--- src/rtl/program_loader_if.sv ---
// Byte-stream and program-memory write bundle for program_loader.
// slave: loader side; master: byte source / memory / CPU-control side.
interface program_loader_if #(
  parameter int DATA_WIDTH = 32
);
  logic                  Start;
  logic [7:0]            ByteIn;
  logic                  ByteValid;
  logic                  ByteReady;
  logic                  MemWrite;
  logic [DATA_WIDTH-1:0] WriteAddress;
  logic [DATA_WIDTH-1:0] WriteData;
  logic                  Busy;
  logic                  Done;
  logic                  Error;

  modport slave (
    input  Start, ByteIn, ByteValid,
    output ByteReady, MemWrite,
    output WriteAddress, WriteData,
    output Busy, Done, Error
  );

  modport master (
    output Start, ByteIn, ByteValid,
    input  ByteReady, MemWrite,
    input  WriteAddress, WriteData,
    input  Busy, Done, Error
  );
endinterface

--- src/rtl/program_loader.sv ---
// Serial program loader: header byte N, then N big-endian 32-bit words.
// Ports: clk, reset (async, active-low), bus (program_loader_if.slave).
module program_loader #(
  parameter int MEMORY_DEPTH = 32,
  parameter int DATA_WIDTH   = 32
) (
  input logic              clk,
  input logic              reset,
  program_loader_if.slave  bus
);
  localparam int IW = $clog2(MEMORY_DEPTH) + 1;
  localparam logic [8:0] MAXN = 9'(MEMORY_DEPTH);

  typedef enum logic [2:0] {
    IDLE,
    HEADER,
    COLLECT,
    WRITE,
    DONE,
    ERROR
  } state_t;

  state_t                state;
  logic [IW-1:0]         idx;
  logic [IW-1:0]         n;
  logic [1:0]            cnt;
  logic [31:0]           word;
  logic                  mw;
  logic [DATA_WIDTH-1:0] waddr;
  logic [DATA_WIDTH-1:0] wdata;
  logic [IW-1:0]         idx_nxt;
  logic                  take;
  logic                  ready;

  assign idx_nxt = idx + 1'b1;
  assign ready   = (state == HEADER) || (state == COLLECT);
  assign take    = ready && bus.ByteValid;

  always_ff @(posedge clk or negedge reset) begin
    if (!reset) begin
      state <= IDLE;
      idx   <= '0;
      n     <= '0;
      cnt   <= '0;
      word  <= '0;
      mw    <= 1'b0;
      waddr <= '0;
      wdata <= '0;
    end else begin
      mw <= 1'b0;
      unique case (state)
        IDLE, DONE, ERROR: begin
          if (bus.Start) begin
            state <= HEADER;
            idx   <= '0;
            cnt   <= '0;
            word  <= '0;
          end
        end
        HEADER: begin
          if (take) begin
            if (bus.ByteIn == 8'd0 ||
                {1'b0, bus.ByteIn} > MAXN) begin
              state <= ERROR;
            end else begin
              n     <= IW'(bus.ByteIn);
              state <= COLLECT;
            end
          end
        end
        COLLECT: begin
          if (take) begin
            word <= {word[23:0], bus.ByteIn};
            cnt  <= cnt + 2'd1;
            if (cnt == 2'd3) state <= WRITE;
          end
        end
        WRITE: begin
          // strobe and bus are registered, so the pulse
          // lands in the cycle after WRITE
          mw    <= 1'b1;
          waddr <= DATA_WIDTH'({idx, 2'b00});
          wdata <= DATA_WIDTH'(word);
          idx   <= idx_nxt;
          state <= (idx_nxt == n) ? DONE : COLLECT;
        end
        default: state <= IDLE;
      endcase
    end
  end

  assign bus.ByteReady    = ready;
  assign bus.MemWrite     = mw;
  assign bus.WriteAddress = waddr;
  assign bus.WriteData    = wdata;
  assign bus.Busy  = (state == HEADER) || (state == COLLECT) ||
                     (state == WRITE);
  assign bus.Done  = (state == DONE);
  assign bus.Error = (state == ERROR);
endmodule

--- src/flat_wrapper.sv ---
// flat-port wrapper written by rule: the top's interface ports become plain ports
module program_loader_flat 
#(
  parameter int MEMORY_DEPTH = 32,
  parameter int DATA_WIDTH   = 32
)
  (clk, reset, bus_Start, bus_ByteIn, bus_ByteValid, bus_ByteReady, bus_MemWrite, bus_WriteAddress, bus_WriteData, bus_Busy, bus_Done, bus_Error);
  program_loader_if #(.DATA_WIDTH(DATA_WIDTH)) bus_i ();
  input logic clk;
  input logic reset;
  input wire logic [$bits(bus_i.Start)-1:0] bus_Start;
  input wire logic [$bits(bus_i.ByteIn)-1:0] bus_ByteIn;
  input wire logic [$bits(bus_i.ByteValid)-1:0] bus_ByteValid;
  output wire logic [$bits(bus_i.ByteReady)-1:0] bus_ByteReady;
  output wire logic [$bits(bus_i.MemWrite)-1:0] bus_MemWrite;
  output wire logic [$bits(bus_i.WriteAddress)-1:0] bus_WriteAddress;
  output wire logic [$bits(bus_i.WriteData)-1:0] bus_WriteData;
  output wire logic [$bits(bus_i.Busy)-1:0] bus_Busy;
  output wire logic [$bits(bus_i.Done)-1:0] bus_Done;
  output wire logic [$bits(bus_i.Error)-1:0] bus_Error;
  assign bus_i.Start = bus_Start;
  assign bus_i.ByteIn = bus_ByteIn;
  assign bus_i.ByteValid = bus_ByteValid;
  assign bus_ByteReady = bus_i.ByteReady;
  assign bus_MemWrite = bus_i.MemWrite;
  assign bus_WriteAddress = bus_i.WriteAddress;
  assign bus_WriteData = bus_i.WriteData;
  assign bus_Busy = bus_i.Busy;
  assign bus_Done = bus_i.Done;
  assign bus_Error = bus_i.Error;
  program_loader #(.MEMORY_DEPTH(MEMORY_DEPTH), .DATA_WIDTH(DATA_WIDTH)) u_core (.clk(clk), .reset(reset), .bus(bus_i));
endmodule
--- config.mk ---
export PLATFORM = sky130hd
export DESIGN_NAME = program_loader_flat
export DESIGN_NICKNAME = d
export VERILOG_FILES = /design/src/rtl/program_loader_if.sv /design/src/rtl/program_loader.sv /design/src/flat_wrapper.sv
export SDC_FILE = /design/constraint.sdc
export NUM_CORES = 1
export LEC_CHECK = 0
export BUFFER_PORTS_ARGS = -buffer_cell sky130_fd_sc_hd__buf_2
export CAP_MARGIN = 20
export CORE_MARGIN = 10
export CORE_UTILIZATION = 54
export CTS_CLUSTER_SIZE = 24
export DETAILED_ROUTE_END_ITERATION = 16
export PLACE_DENSITY = 0.86
export SKIP_LAST_GASP = 1
export SLEW_MARGIN = 20
export SYNTH_ARGS = -nofsm -noshare
export SYNTH_HDL_FRONTEND = slang
export SYNTH_SLANG_ARGS = --single-unit
export TNS_END_PERCENT = 10
--- constraint.sdc ---
create_clock -name clk -period 2.2 [get_ports clk]
set_input_delay 0.44 -clock clk [delete_from_list [all_inputs] [get_ports clk]]
set_output_delay 0.44 -clock clk [all_outputs]
set_load 0.02 [all_outputs]
# Word-level counts from Yosys, hierarchy flattened
# Cells that the tools add are included.
classes:
  n_shift: 0
  mux: 16
  n_reduce_logical: 13
  div_mod_pow: 0
  bitwise: 1
  multipliers: 0
  eq_ne: 11
  n_lt_le_gt_ge: 1
  n_addsub: 2
op_table:
  columns: ["operator", "n"]
  rows:
  - ["$mux W32", 2]
  - ["$pmux W32 S2", 1]
  - ["$mux W3", 6]
  - ["$pmux W3 S4", 1]
  - ["$pmux W6 S2", 1]
  - ["$gt A8 B6 Y1 const B", 1]
  - ["$logic_not A8 Y1", 1]
  - ["$add A6 B1 Y6 const B", 1]
  - ["$eq A3 B2 Y1 const B", 2]
  - ["$eq A3 B3 Y1 const B", 2]
  - ["$eq A6 B6 Y1", 1]
  - ["$mux W6", 1]
  - ["$reduce_and A3 Y1", 2]
  - ["$mux W2", 2]
  - ["$ne A2 B1 Y1 const B", 2]
  - ["$ne A2 B2 Y1 const B", 2]
  - ["$pmux W2 S2", 1]
  - ["$reduce_and A4 Y1", 1]
  - ["$reduce_bool A2 Y1", 2]
  - ["$eq A3 B1 Y1 const B", 1]
  - ["$logic_not A3 Y1", 1]
  - ["$logic_or A1 B1 Y1", 3]
  - ["$reduce_or A3 Y1", 1]
  - ["$add A2 B1 Y2 const B", 1]
  - ["other kinds (5)", 5]
word_totals:
  reg_bits: 88
  latchBits: 0
  in_bits: 12
  out_inout_bits: 69
  word_cells: 52
  rom_bits: 0
  mem_count: 0
  ramBits: 0

# Longest topological paths before layout
# Gate-level depths: netlist of run 1.
depth:
  depth_word: 5
  mapped_depth: 7
  mapped_depth_nobuf: 6

# Least setup slack after synthesis of run 1
# Ideal clock, no wire load.
synth_timing:
  path_kind: "input to register"
  startpoint: "input port bus_ByteIn[0]"
  endpoint: "register u_core.n[0]"
  arrival_time_ns: 1.844
  required_time_ns: 2.075
  path_stages: 5
  n_path_buf: 0
  setup_time_ns: 0.125
  setup_slack_ns: 0.232
  cell_sequence: "or4_1 -> o21ai_1 -> nand3_2 -> nor3_4 -> mux2_2"
synth_via:
  elab_chain_len: 4
  elab_cells_between_ends: 5
  cone_classes: "order compare (1); bitwise (1); reduce/logical (3)"
synth_rtl:
  columns: ["item", "line_no", "source"]
  rows:
  - ["start, declared", "flat_wrapper.sv:12", "input wire logic [$bits(bus_i.ByteIn)-1:0] bus_ByteIn;"]
  - ["$gt A8 B6 Y1 / $logic_not A8 Y1 (equally long branches)", "program_loader.sv:63, program_loader.sv:62", null]
  - ["$logic_or A1 B1 Y1", "program_loader.sv:62", "if (bus.ByteIn == 8'd0 ||"]
  - ["$not A1 Y1 (no source line)", null, null]
  - ["$reduce_and A3 Y1 (no source line)", null, null]
  - ["end signal, assigned", "program_loader.sv:66", "n <= IW'(bus.ByteIn);"]
  - ["end, declared", "program_loader.sv:25", "logic [IW-1:0] n;"]
# Parallel ways exist; a longest one is shown, timed or not.
# A chain may end at the register's enable or synchronous reset.

# Worst setup path in the final report of run 1
layout_timing:
  startpoint: "register u_core.idx[0]"
  endpoint: "register u_core.state[1]"
layout_via:
  elab_chain_len: 4
layout_rtl:
  columns: ["item", "line_no", "source"]
  rows:
  - ["start, declared", "program_loader.sv:24", "logic [IW-1:0] idx;"]
  - ["start signal, assigned", "program_loader.sv:84", "idx <= idx_nxt;"]
  - ["$add A6 B1 Y6", "program_loader.sv:35", "assign idx_nxt = idx + 1'b1;"]
  - ["$eq A6 B6 Y1", "program_loader.sv:85", "state <= (idx_nxt == n) ? DONE : COLLECT;"]
  - ["$mux W3", "program_loader.sv:85", null]
  - ["$pmux W3 S4", "program_loader.sv:51", "unique case (state)"]
  - ["end signal, assigned", "program_loader.sv:85", null]
  - ["end, declared", "program_loader.sv:23", "state_t state;"]
# Every way passes these cells.

==> flow_metrics.py, run 1 <==
metrics = {
    "global_routing": {
        "top_usage_layer": "met2",
        "grt_pass1_wl_um": 14500,
        "use_met3": 0.0430,
        "grt_max_degree": 67,
        "antenna_found_initial": 0,
        "first_global_vias": 3026,
        "grt_usage": 0.157,
        "grt_use_met2": 0.254,
        "grt-ovfl-total": 0,
        "grt.met1_usage": 0.191,
    },
    "cts": {
        "cts_hold_buffers": 0,
        "cts_tree": "yes",
        "htreeDepth": 3,
        "clk_latency_ns": 0.35,
        "clockBufferDepth": 2,
        "clk_pin_slew_ns": 0.08,
        "cts_root_buffer": "clkbuf_8",
        "cts_resized": 0,
        "cts_inserted_buffers": 9,
        "cts_sinks": 88,
        "post_cts_buffers": 0,
    },
    "die": {
        "ios": 81,
        "start_util": 0.563,
        "fp.dieW_um": 105,
        "coreArea_um2": 6910,
        "die_h_um": 105,
        "dieArea_um2": 11000,
        "rows": 30,
    },
    "placement": {
        "pre_cts_ws_ns": -0.0434,
        "place_area_um2": 4170,
        "port_buffers": 54,
        "gp_congestion": 0.816,
        "placedCellCount": 566,
        "post-dp-hpwl_um": 5990,
    },
    "detailed_routing": {
        "drc_errors": 0,
        "drtIter0Drc": 162,
        "num_vias": 2964,
        "wirelength_um": 8350,
        "ant_nets": 0,
        "vias_per_cell": 5.09,
        "routedWlPerCell_um": 14.4,
        "drt_first_pass_iters": 4,
    },
    "job": {
        "cap_violations": 0,
    },
    "critical_path": {
        "cp.arrival_ns": 2.15,
        "criticalPathCategory": "reg2reg",
        "r2r_slack_ns": 0.29,
        "endpoint_kind": "flip-flop",
        "worstPathRequired_ns": 2.45,
        "start_kind": "flip-flop",
        "crit_fanout": 8,
    },
    "cells_and_area": {
        "design_area_um2": 4400,
        "fin_nets": 495,
        "area_growth_pct": 13.2,
        "antennaDiodeCount": 0,
        "fillers": 591,
        "multiInputGateArea_um2": 1490,
        "regArea_um2": 2200,
        "layout-drive-gt1-share": 0.183,
        "layout.cells.non_filler": 582,
    },
    "timing": {
        "final.min_clock_period_ns": 1.91,
        "setup_ws_ns": 0.294,
        "fin_setup_tns_ns": 0,
        "final-setup-viol-count": 0,
        "max_freq_mhz": 525,
        "skew_ns": 0.00641,
        "drv_slew": 0,
        "rsz0062_at_grt": "no",
        "finalCritPeriodShare": 0.866,
        "hold_viol": 0,
    },
    "pwr": {
        "leakagePower_uw": 0.00233,
        "p_total_uw": 4430,
        "p_per_area_nw_per_um2": 1010,
        "vdd_drop_max_mv": 0.824,
    },
    "yosys": {
        "ys_ff_latch": 88,
        "ys.flop_type": "dfrtp_1",
        "synth_top_area_cell": "dfrtp_1",
        "synth.distinct_cells": 39,
        "syn-cell-area_um2": 3890,
        "synth.top_cell.area_share": 0.566,
        "synth_warnings": 0,
        "syn_inst": 433,
        "ys_top_cells_by_count": "nand2_1 (189), dfrtp_1 (88), o21ai_0 (40)",
        "ys_seq_area_frac": 0.566,
        "synth_area_per_cell_um2": 8.98,
        "ys_top_cells_by_area": "dfrtp_1 (57%), nand2_1 (18%), o21ai_0 (5.1%)",
        "yosysMostFrequentCell": "nand2_1",
        "synthArstFlopShare": 1.00,
        "synth-edff-count": 0,
    },
    "status": {
        "outcome": "completed",
    },
    "hold_path": {
        "min_path_type": "in2async",
    },
}
-- flip-flops by register name (all words and copies together), names as in the netlist --
register	count
u_core.state	3
u_core.word	32
u_core.bus.MemWrite	1
u_core.idx	6
u_core.cnt	2
u_core.bus.WriteData	32
u_core.n	6
u_core.bus.WriteAddress	6
-- power by group --
group          switching (µW)  internal (µW)  leakage, µW
clock network             561            704     0.000113
registers                 181           1810      0.00121
logic                     796            382      0.00100
-- per-layer routing --
| metal | routed length (µm) | vias up | share of wire |
|---|---|---|---|
| met5 | 0 | - | 0 |
| met4 | 157 | 0 | 0.019 |
| met3 | 539 | 14 | 0.065 |
| met2 | 4160 | 90 | 0.50 |
| met1 | 3500 | 1431 | 0.42 |
| li1 | - | 1429 | - |
-- cell usage in the layout (no fill, tap or decap), types with 3 or more instances in the layout --
cell type | Yosys | layout
xor2_1 | 4 | 4
nand2b_1 | 4 | 4
buf_2 | 1 | 53
conb_1 | 1 | 26
buf_4 | 26 | 6
nand3_1 | 6 | 6
xnor2_1 | 3 | 3
mux2_2 | 7 | 7
nand2_1 | 189 | 189
nor2_1 | 9 | 9
clkbuf_8 | 0 | 11
o21ai_0 | 40 | 40
dfrtp_1 | 88 | 88
-- kinds of logic after synthesis --
logic type               Yosys count  share of synthesized area
AO/OA/AOI/OAI                     56                     0.0798
flip-flops                        88                      0.566
buffers and inverters             52                     0.0775
other                              1                   0.000964
adder cells (fa/ha/maj)            2                    0.00643
AND/OR/NAND/NOR                  219                      0.227
multiplexers                       7                     0.0203
XOR/XNOR                           8                     0.0216
-- metrics by stage --
step,util,hold WS (ns)
after global placement,0.603,0.380
final,0.637,0.00129
after detailed placement,0.603,0.389
after floorplan,-,0.144
after CTS,0.637,0.00378
after global routing,0.637,0.0142
-- area by class of cell --
class,instances,share of cell area
clock buffers,12,0.0352
clock inverters,4,0.0173
inverters,3,0.00256
multi-input cells,318,0.338
flip-flops and latches,88,0.500
well taps,96,0.0273
repair buffers,61,0.0796
-- worst paths after layout --
check	from	end	cells past startpoint
setup reg to reg	u_core.idx[0]$_DFFE_PN0P_	u_core.state[1]$_DFFE_PN0P_	6
max in group asynchronous	reset	u_core.bus.WriteData[21]$_DFFE_PN0P_	2
hold / removal	reset	u_core.bus.WriteAddress[6]$_DFFE_PN0P_	1
hold reg to reg	u_core.bus.WriteAddress[5]$_DFFE_PN0P_	u_core.bus.WriteAddress[5]$_DFFE_PN0P_	2
setup / recovery	u_core.idx[0]$_DFFE_PN0P_	u_core.state[1]$_DFFE_PN0P_	6
min in group clk	bus_Start	u_core.state[2]$_DFFE_PN0P_	2
-- critical path, cell delays in order, from the launching register on --
cell	delay, ns
dfrtp_1	0.47
ha_1	0.28
xnor3_1	0.39
nand3_1	0.08
a211oi_1	0.25
nand3_1	0.11
a21o_2	0.22
Note: power is estimated with default switching activity, not from simulation.
==> run 2: changes to the inputs <==
Settings changed: ABC_AREA from default to 1, CAP_MARGIN 20 to default, CORE_UTILIZATION 54 to 55, PLACE_DENSITY 0.86 to 0.87.
==> flow_metrics.py, run 2 <==
metrics = {
    "yosys": {
        "synth_warnings": 0,
        "synthArstFlopShare": 1.00,
        "syn-cell-area_um2": 4120,
        "ys.flop_type": "dfrtp_1",
        "ys_top_cells_by_count": "dfrtp_1 (88), nand2_1 (80), inv_1 (59)",
        "ys_seq_area_frac": 0.535,
        "synth-edff-count": 0,
        "ys_ff_latch": 88,
        "syn_inst": 452,
        "ys_top_cells_by_area": "dfrtp_1 (53%), nand2_1 (7.3%), inv_1 (5.4%)",
        "synth.top_cell.area_share": 0.535,
        "synth_top_area_cell": "dfrtp_1",
        "synth.distinct_cells": 29,
        "yosysMostFrequentCell": "dfrtp_1",
        "synth_area_per_cell_um2": 9.11,
    },
    "die": {
        "rows": 31,
        "fp.dieW_um": 107,
        "dieArea_um2": 11300,
        "die_h_um": 107,
        "ios": 81,
        "start_util": 0.568,
        "coreArea_um2": 7250,
    },
    "global_routing": {
        "grt-ovfl-total": 0,
        "grt_max_degree": 66,
        "grt_usage": 0.157,
        "antenna_found_initial": 0,
        "first_global_vias": 3071,
        "grt_pass1_wl_um": 14600,
    },
    "detailed_routing": {
        "met2_length_um": 4200,
        "wl_met1_um": 3600,
        "wirelength_um": 8690,
        "routedWlPerCell_um": 14.4,
        "drc_errors": 0,
        "ant_nets": 0,
        "num_vias": 3099,
        "wl_met3_um": 755,
        "highest_layer": "met4",
        "drt_first_pass_iters": 5,
        "drtIter0Drc": 226,
        "vias_per_cell": 5.12,
    },
    "critical_path": {
        "critPathBufInv": 4,
        "start_kind": "flip-flop",
        "crit_slowest_cell": "dfrtp_1",
        "criticalPathCategory": "reg2out",
        "crit_fanout": 5,
        "worstPathRequired_ns": 1.76,
        "cpMostUsedCell": "inv_1",
        "cp.arrival_ns": 1.54,
        "cp_cell_sequence": "inv_2 > nor2_1 > inv_1 > nor2_2 > inv_1 > nand2_1 > buf_2",
        "endpoint_kind": "primary output",
        "max_stage_delay_ns": 0.38,
        "cp_top_family": "buffers and inverters",
    },
    "timing": {
        "worstMarginPinSlew_ns": 0.577,
        "skew_ns": 0.0112,
        "max_freq_mhz": 506,
        "fin_setup_tns_ns": 0,
        "final.min_clock_period_ns": 1.98,
        "finalCritPeriodShare": 0.898,
        "final-setup-viol-count": 0,
        "hold_viol": 0,
        "drv_slew": 0,
        "rsz0062_at_grt": "no",
        "max_slew_margin": 0.615,
    },
    "pwr": {
        "power_frac_clock": 0.248,
        "p_total_uw": 4910,
        "vdd_drop_max_mv": 0.719,
        "switchingPower_uw": 1950,
        "p_per_area_nw_per_um2": 1080,
        "leakagePower_uw": 0.00230,
        "pwr-share-comb": 0.341,
        "p_int_uw": 2960,
        "switching_share": 0.397,
        "seq_power_share": 0.411,
    },
    "cts": {
        "cts_inserted_buffers": 9,
        "htreeDepth": 3,
        "cts_tree": "yes",
        "cts_resized": 0,
        "clk_pin_slew_ns": 0.09,
        "post_cts_buffers": 0,
        "cts_root_buffer": "clkbuf_8",
        "cts_hold_buffers": 0,
        "cts_sinks": 88,
        "clk_latency_ns": 0.36,
        "clockBufferDepth": 2,
    },
    "placement": {
        "gp_congestion": 0.902,
        "post-dp-hpwl_um": 6390,
        "port_buffers": 54,
    },
    "cells_and_area": {
        "final_common_cell": "dfrtp_1",
        "area_growth_pct": 10.7,
        "fillers": 611,
        "layout-drive-gt1-share": 0.225,
        "mostFrequentLayoutCells": "dfrtp_1 (88), nand2_1 (80), inv_1 (59)",
        "fin_nets": 515,
        "antennaDiodeCount": 0,
    },
    "job": {
        "cap_violations": 0,
    },
    "status": {
        "outcome": "completed",
    },
    "hold_path": {
        "min_path_type": "in2async",
    },
}
## run 2: changes by cell type in the layout (fill, tap and decap cells not counted), moves of 6 or more
cell / before / now
nand2_1: 189 / 80
inv_1: 2 / 59
nand3_1: 6 / 43
o21ai_2: 0 / 24
o21ai_1: 1 / 13
nor2_1: 9 / 19
mux2_2: 7 / 0
nand3_2: 1 / 7
## run 2: routing by layer
layer  GRT usage  vias to the layer above
met2       0.246                      125
met4      0.0677                        0
met3      0.0477                       10
li1            -                     1501
met5           0                        -
met1       0.198                     1463
## run 2: power groups by stage
stage / Combinational (µW) / Clock (µW) / Sequential (µW)
floorplan: 1290 / 0 / 2170
global placement: 1640 / 0 / 2030
detailed placement: 1680 / 0 / 2050
CTS: 1690 / 1240 / 2020
global route: 1870 / 1310 / 2050
finish: 1680 / 1220 / 2020
## run 2: final timing paths
path	slack, ns	to	cells past startpoint	from
worst min register to register	0.48	u_core.bus.WriteAddress[5]$_DFFE_PN0P_	2	u_core.bus.WriteAddress[5]$_DFFE_PN0P_
worst max-delay path	0.22	bus_ByteReady	7	u_core.state[0]$_DFFE_PN0P_
worst min-delay path	0.02	u_core.bus.WriteData[2]$_DFFE_PN0P_	1	reset
max in group asynchronous	1.55	u_core.bus.WriteAddress[3]$_DFFE_PN0P_	2	reset
min in group clk	0.34	u_core.word[6]$_DFFE_PN0P_	3	bus_ByteIn[6]
worst max register to register	0.39	u_core.idx[4]$_DFFE_PN0P_	7	u_core.state[0]$_DFFE_PN0P_
## run 2: worst reg2reg max path: cells and delay by family, from the launching register on
kind            cells  cell delay [ns]
compound gates      1             0.23
buf+inv             3             0.68
simple gates        3             0.41
flops               1             0.40
## run 2: through the flow
stage                     hold WS, ns  cells  setup slack (ns)  instance area [µm²]  utilization
after floorplan                 0.144    477             0.752                 4210            -
after global placement          0.414    589             0.498                 4340        0.598
after detailed placement        0.416    589             0.422                 4340        0.598
after CTS                      0.0226    605             0.136                 4560        0.628
after global routing           0.0362    605            0.0728                 4560        0.629
final                          0.0179    605             0.224                 4560        0.629
## run 2: final cells by class
cell class / instances / area, µm² / share of cell area
inverter: 63 / 238 / 0.0521
sequential: 88 / 2200 / 0.483
clock buffer: 10 / 128 / 0.0280
tap: 99 / 124 / 0.0272
timing repair buffer: 59 / 348 / 0.0763
multi-input combinational: 280 / 1430 / 0.314
clock inverter: 6 / 90.1 / 0.0198
## run 2: logic make-up (layout without fill, tap and decap cells)
family | after synthesis | count (layout) | synth area share
other | 1 | 26 | 0.000911
AOI/OAI and AO/OA | 91 | 91 | 0.135
and+or+nand+nor | 161 | 161 | 0.182
adders and majority gates | 2 | 2 | 0.00608
buffers and inverters | 109 | 138 | 0.141
DFF | 88 | 88 | 0.535
==> run 3: changes to the inputs <==
Clock period 2.2 ns to 2 ns, I/O delays scaled along.
==> flow_metrics.py, run 3 (synthesized netlist as in run 2, its figures left out) <==
metrics = {
    "placement": {
        "post-dp-hpwl_um": 6300,
        "port_buffers": 54,
        "gp_congestion": 0.877,
        "pre_cts_ws_ns": 0.270,
    },
    "timing": {
        "final-setup-viol-count": 0,
        "setup_ws_ns": 0.141,
        "fin_setup_tns_ns": 0,
        "final.min_clock_period_ns": 1.86,
        "drv_slew": 0,
        "max_slew_margin": 0.582,
        "skew_ns": 0.00563,
        "finalCritPeriodShare": 0.929,
        "max_freq_mhz": 538,
        "hold_viol": 0,
        "rsz0062_at_grt": "no",
        "worstMarginPinSlew_ns": 0.626,
    },
    "die": {
        "fp.dieW_um": 107,
        "die_h_um": 107,
        "ios": 81,
        "rows": 31,
        "coreArea_um2": 7250,
        "start_util": 0.568,
        "dieArea_um2": 11300,
    },
    "hold_path": {
        "hold_path_startpoint": "bus_ByteIn[6]",
        "min_path_type": "in2reg",
    },
    "detailed_routing": {
        "num_vias": 3112,
        "drtIter0Drc": 172,
        "drt_first_pass_iters": 4,
        "ant_nets": 0,
        "routedWlPerCell_um": 14.3,
        "drc_errors": 0,
        "vias_per_cell": 5.14,
        "wirelength_um": 8680,
    },
    "pwr": {
        "leakagePower_uw": 0.00229,
        "p_per_area_nw_per_um2": 1180,
        "seq_power_share": 0.414,
        "power_frac_clock": 0.244,
        "pwr-share-comb": 0.342,
        "switching_share": 0.397,
        "p_int_uw": 3250,
        "vdd_drop_max_mv": 0.749,
        "switchingPower_uw": 2140,
    },
    "cells_and_area": {
        "layout-drive-gt1-share": 0.225,
        "fin_nets": 516,
        "mostFrequentLayoutCells": "dfrtp_1 (88), nand2_1 (80), inv_1 (58)",
        "fillers": 614,
        "antennaDiodeCount": 0,
        "area_growth_pct": 10.7,
        "final_common_cell": "dfrtp_1",
    },
    "critical_path": {
        "endpoint_kind": "primary output",
        "r2r_start": "u_core.state[0]$_DFFE_PN0P_",
        "startpoint": "u_core.state[0]$_DFFE_PN0P_",
        "start_kind": "flip-flop",
        "cp_top_family": "buffers and inverters",
        "crit_slowest_cell": "dfrtp_1",
        "critPathBufInv": 4,
        "worstPathRequired_ns": 1.60,
        "max_stage_delay_ns": 0.38,
        "cp_cell_sequence": "inv_2 > nor2_1 > inv_2 > nor2_4 > inv_1 > nand2_1 > buf_2",
        "crit_fanout": 5,
        "criticalPathCategory": "reg2out",
        "cpMostUsedCell": "inv_2",
        "cp.arrival_ns": 1.46,
    },
    "global_routing": {
        "grt-ovfl-total": 0,
        "grt_pass1_wl_um": 14700,
        "grt_max_degree": 78,
        "first_global_vias": 3082,
        "grt_usage": 0.158,
        "antenna_found_initial": 0,
    },
    "cts": {
        "clk_latency_ns": 0.35,
        "cts_tree": "yes",
        "cts_sinks": 88,
        "clockBufferDepth": 2,
        "post_cts_buffers": 0,
        "htreeDepth": 3,
        "cts_inserted_buffers": 9,
        "cts_root_buffer": "clkbuf_8",
        "clk_pin_slew_ns": 0.08,
    },
    "status": {
        "outcome": "completed",
    },
    "job": {
        "cap_violations": 0,
    },
}
[run 3: worst paths after layout]
kind	end	slack (ns)	depth (start not counted)
min in group asynchronous	u_core.word[3]$_DFFE_PN0P_	0.52	2
setup / recovery	bus_ByteReady	0.14	7
setup reg to reg	u_core.bus.WriteData[15]$_DFFE_PN0P_	0.27	7
hold / removal	u_core.word[6]$_DFFE_PN0P_	0.30	3
hold reg to reg	u_core.bus.WriteData[16]$_DFFE_PN0P_	0.48	2
max in group asynchronous	u_core.bus.WriteData[20]$_DFFE_PN0P_	0.88	3
[run 3: layout make-up]
type                    instances  area, µm²  share of cell area
clock inverters                 5       81.3              0.0178
multi-input cells             280       1440               0.315
inverters                      63        238              0.0522
repair buffers                 60        345              0.0758
well taps                      99        124              0.0272
clock buffers                  11        131              0.0288
flip-flops and latches         88       2200               0.483
[run 3: repair_timing]
action / CTS / global route
hold buffers: 1 / 0
resized for setup: 0 / 3
endpoints found under the hold margin: 31 / 0
setup endpoints to repair: 0 / 2
[run 3: worst reg2reg max path: stages, from the launching register on]
cell and delay, ns:
dfrtp_1 0.41, inv_2 0.12, nor2_1 0.08, inv_2 0.11, nor2_4 0.06, inv_2 0.06, buf_4 0.50, o21ai_0 0.24
[run 3: through the flow]
stage / hold slack [ns] / std cells / cell area [µm²] / power (µW) / util
floorplan: 0.104 / 477 / 4210 / 3800 / -
global placement: 0.370 / 589 / 4330 / 4020 / 0.597
detailed placement: 0.374 / 589 / 4330 / 4080 / 0.597
CTS: 0.284 / 606 / 4550 / 5390 / 0.627
global route: 0.300 / 606 / 4560 / 5710 / 0.628
finish: 0.298 / 606 / 4560 / 5380 / 0.628
[run 3: routing by layer]
layer	GRT usage	share of wire
met4	0.0706	0.018
met5	0	0
met1	0.191	0.43
met3	0.0483	0.073
met2	0.253	0.48
[run 3: power by group through the flow]
| stage | logic (µW) | clock network (µW) | registers [µW] |
|---|---|---|---|
| 3_3_place_gp | 1780 | 0 | 2240 |
| 5_1_grt | 2030 | 1420 | 2270 |
| 6_report | 1840 | 1310 | 2230 |
| 3_5_place_dp | 1820 | 0 | 2260 |
| 4_1_cts | 1830 | 1340 | 2230 |
| 2_1_floorplan | 1420 | 0 | 2390 |
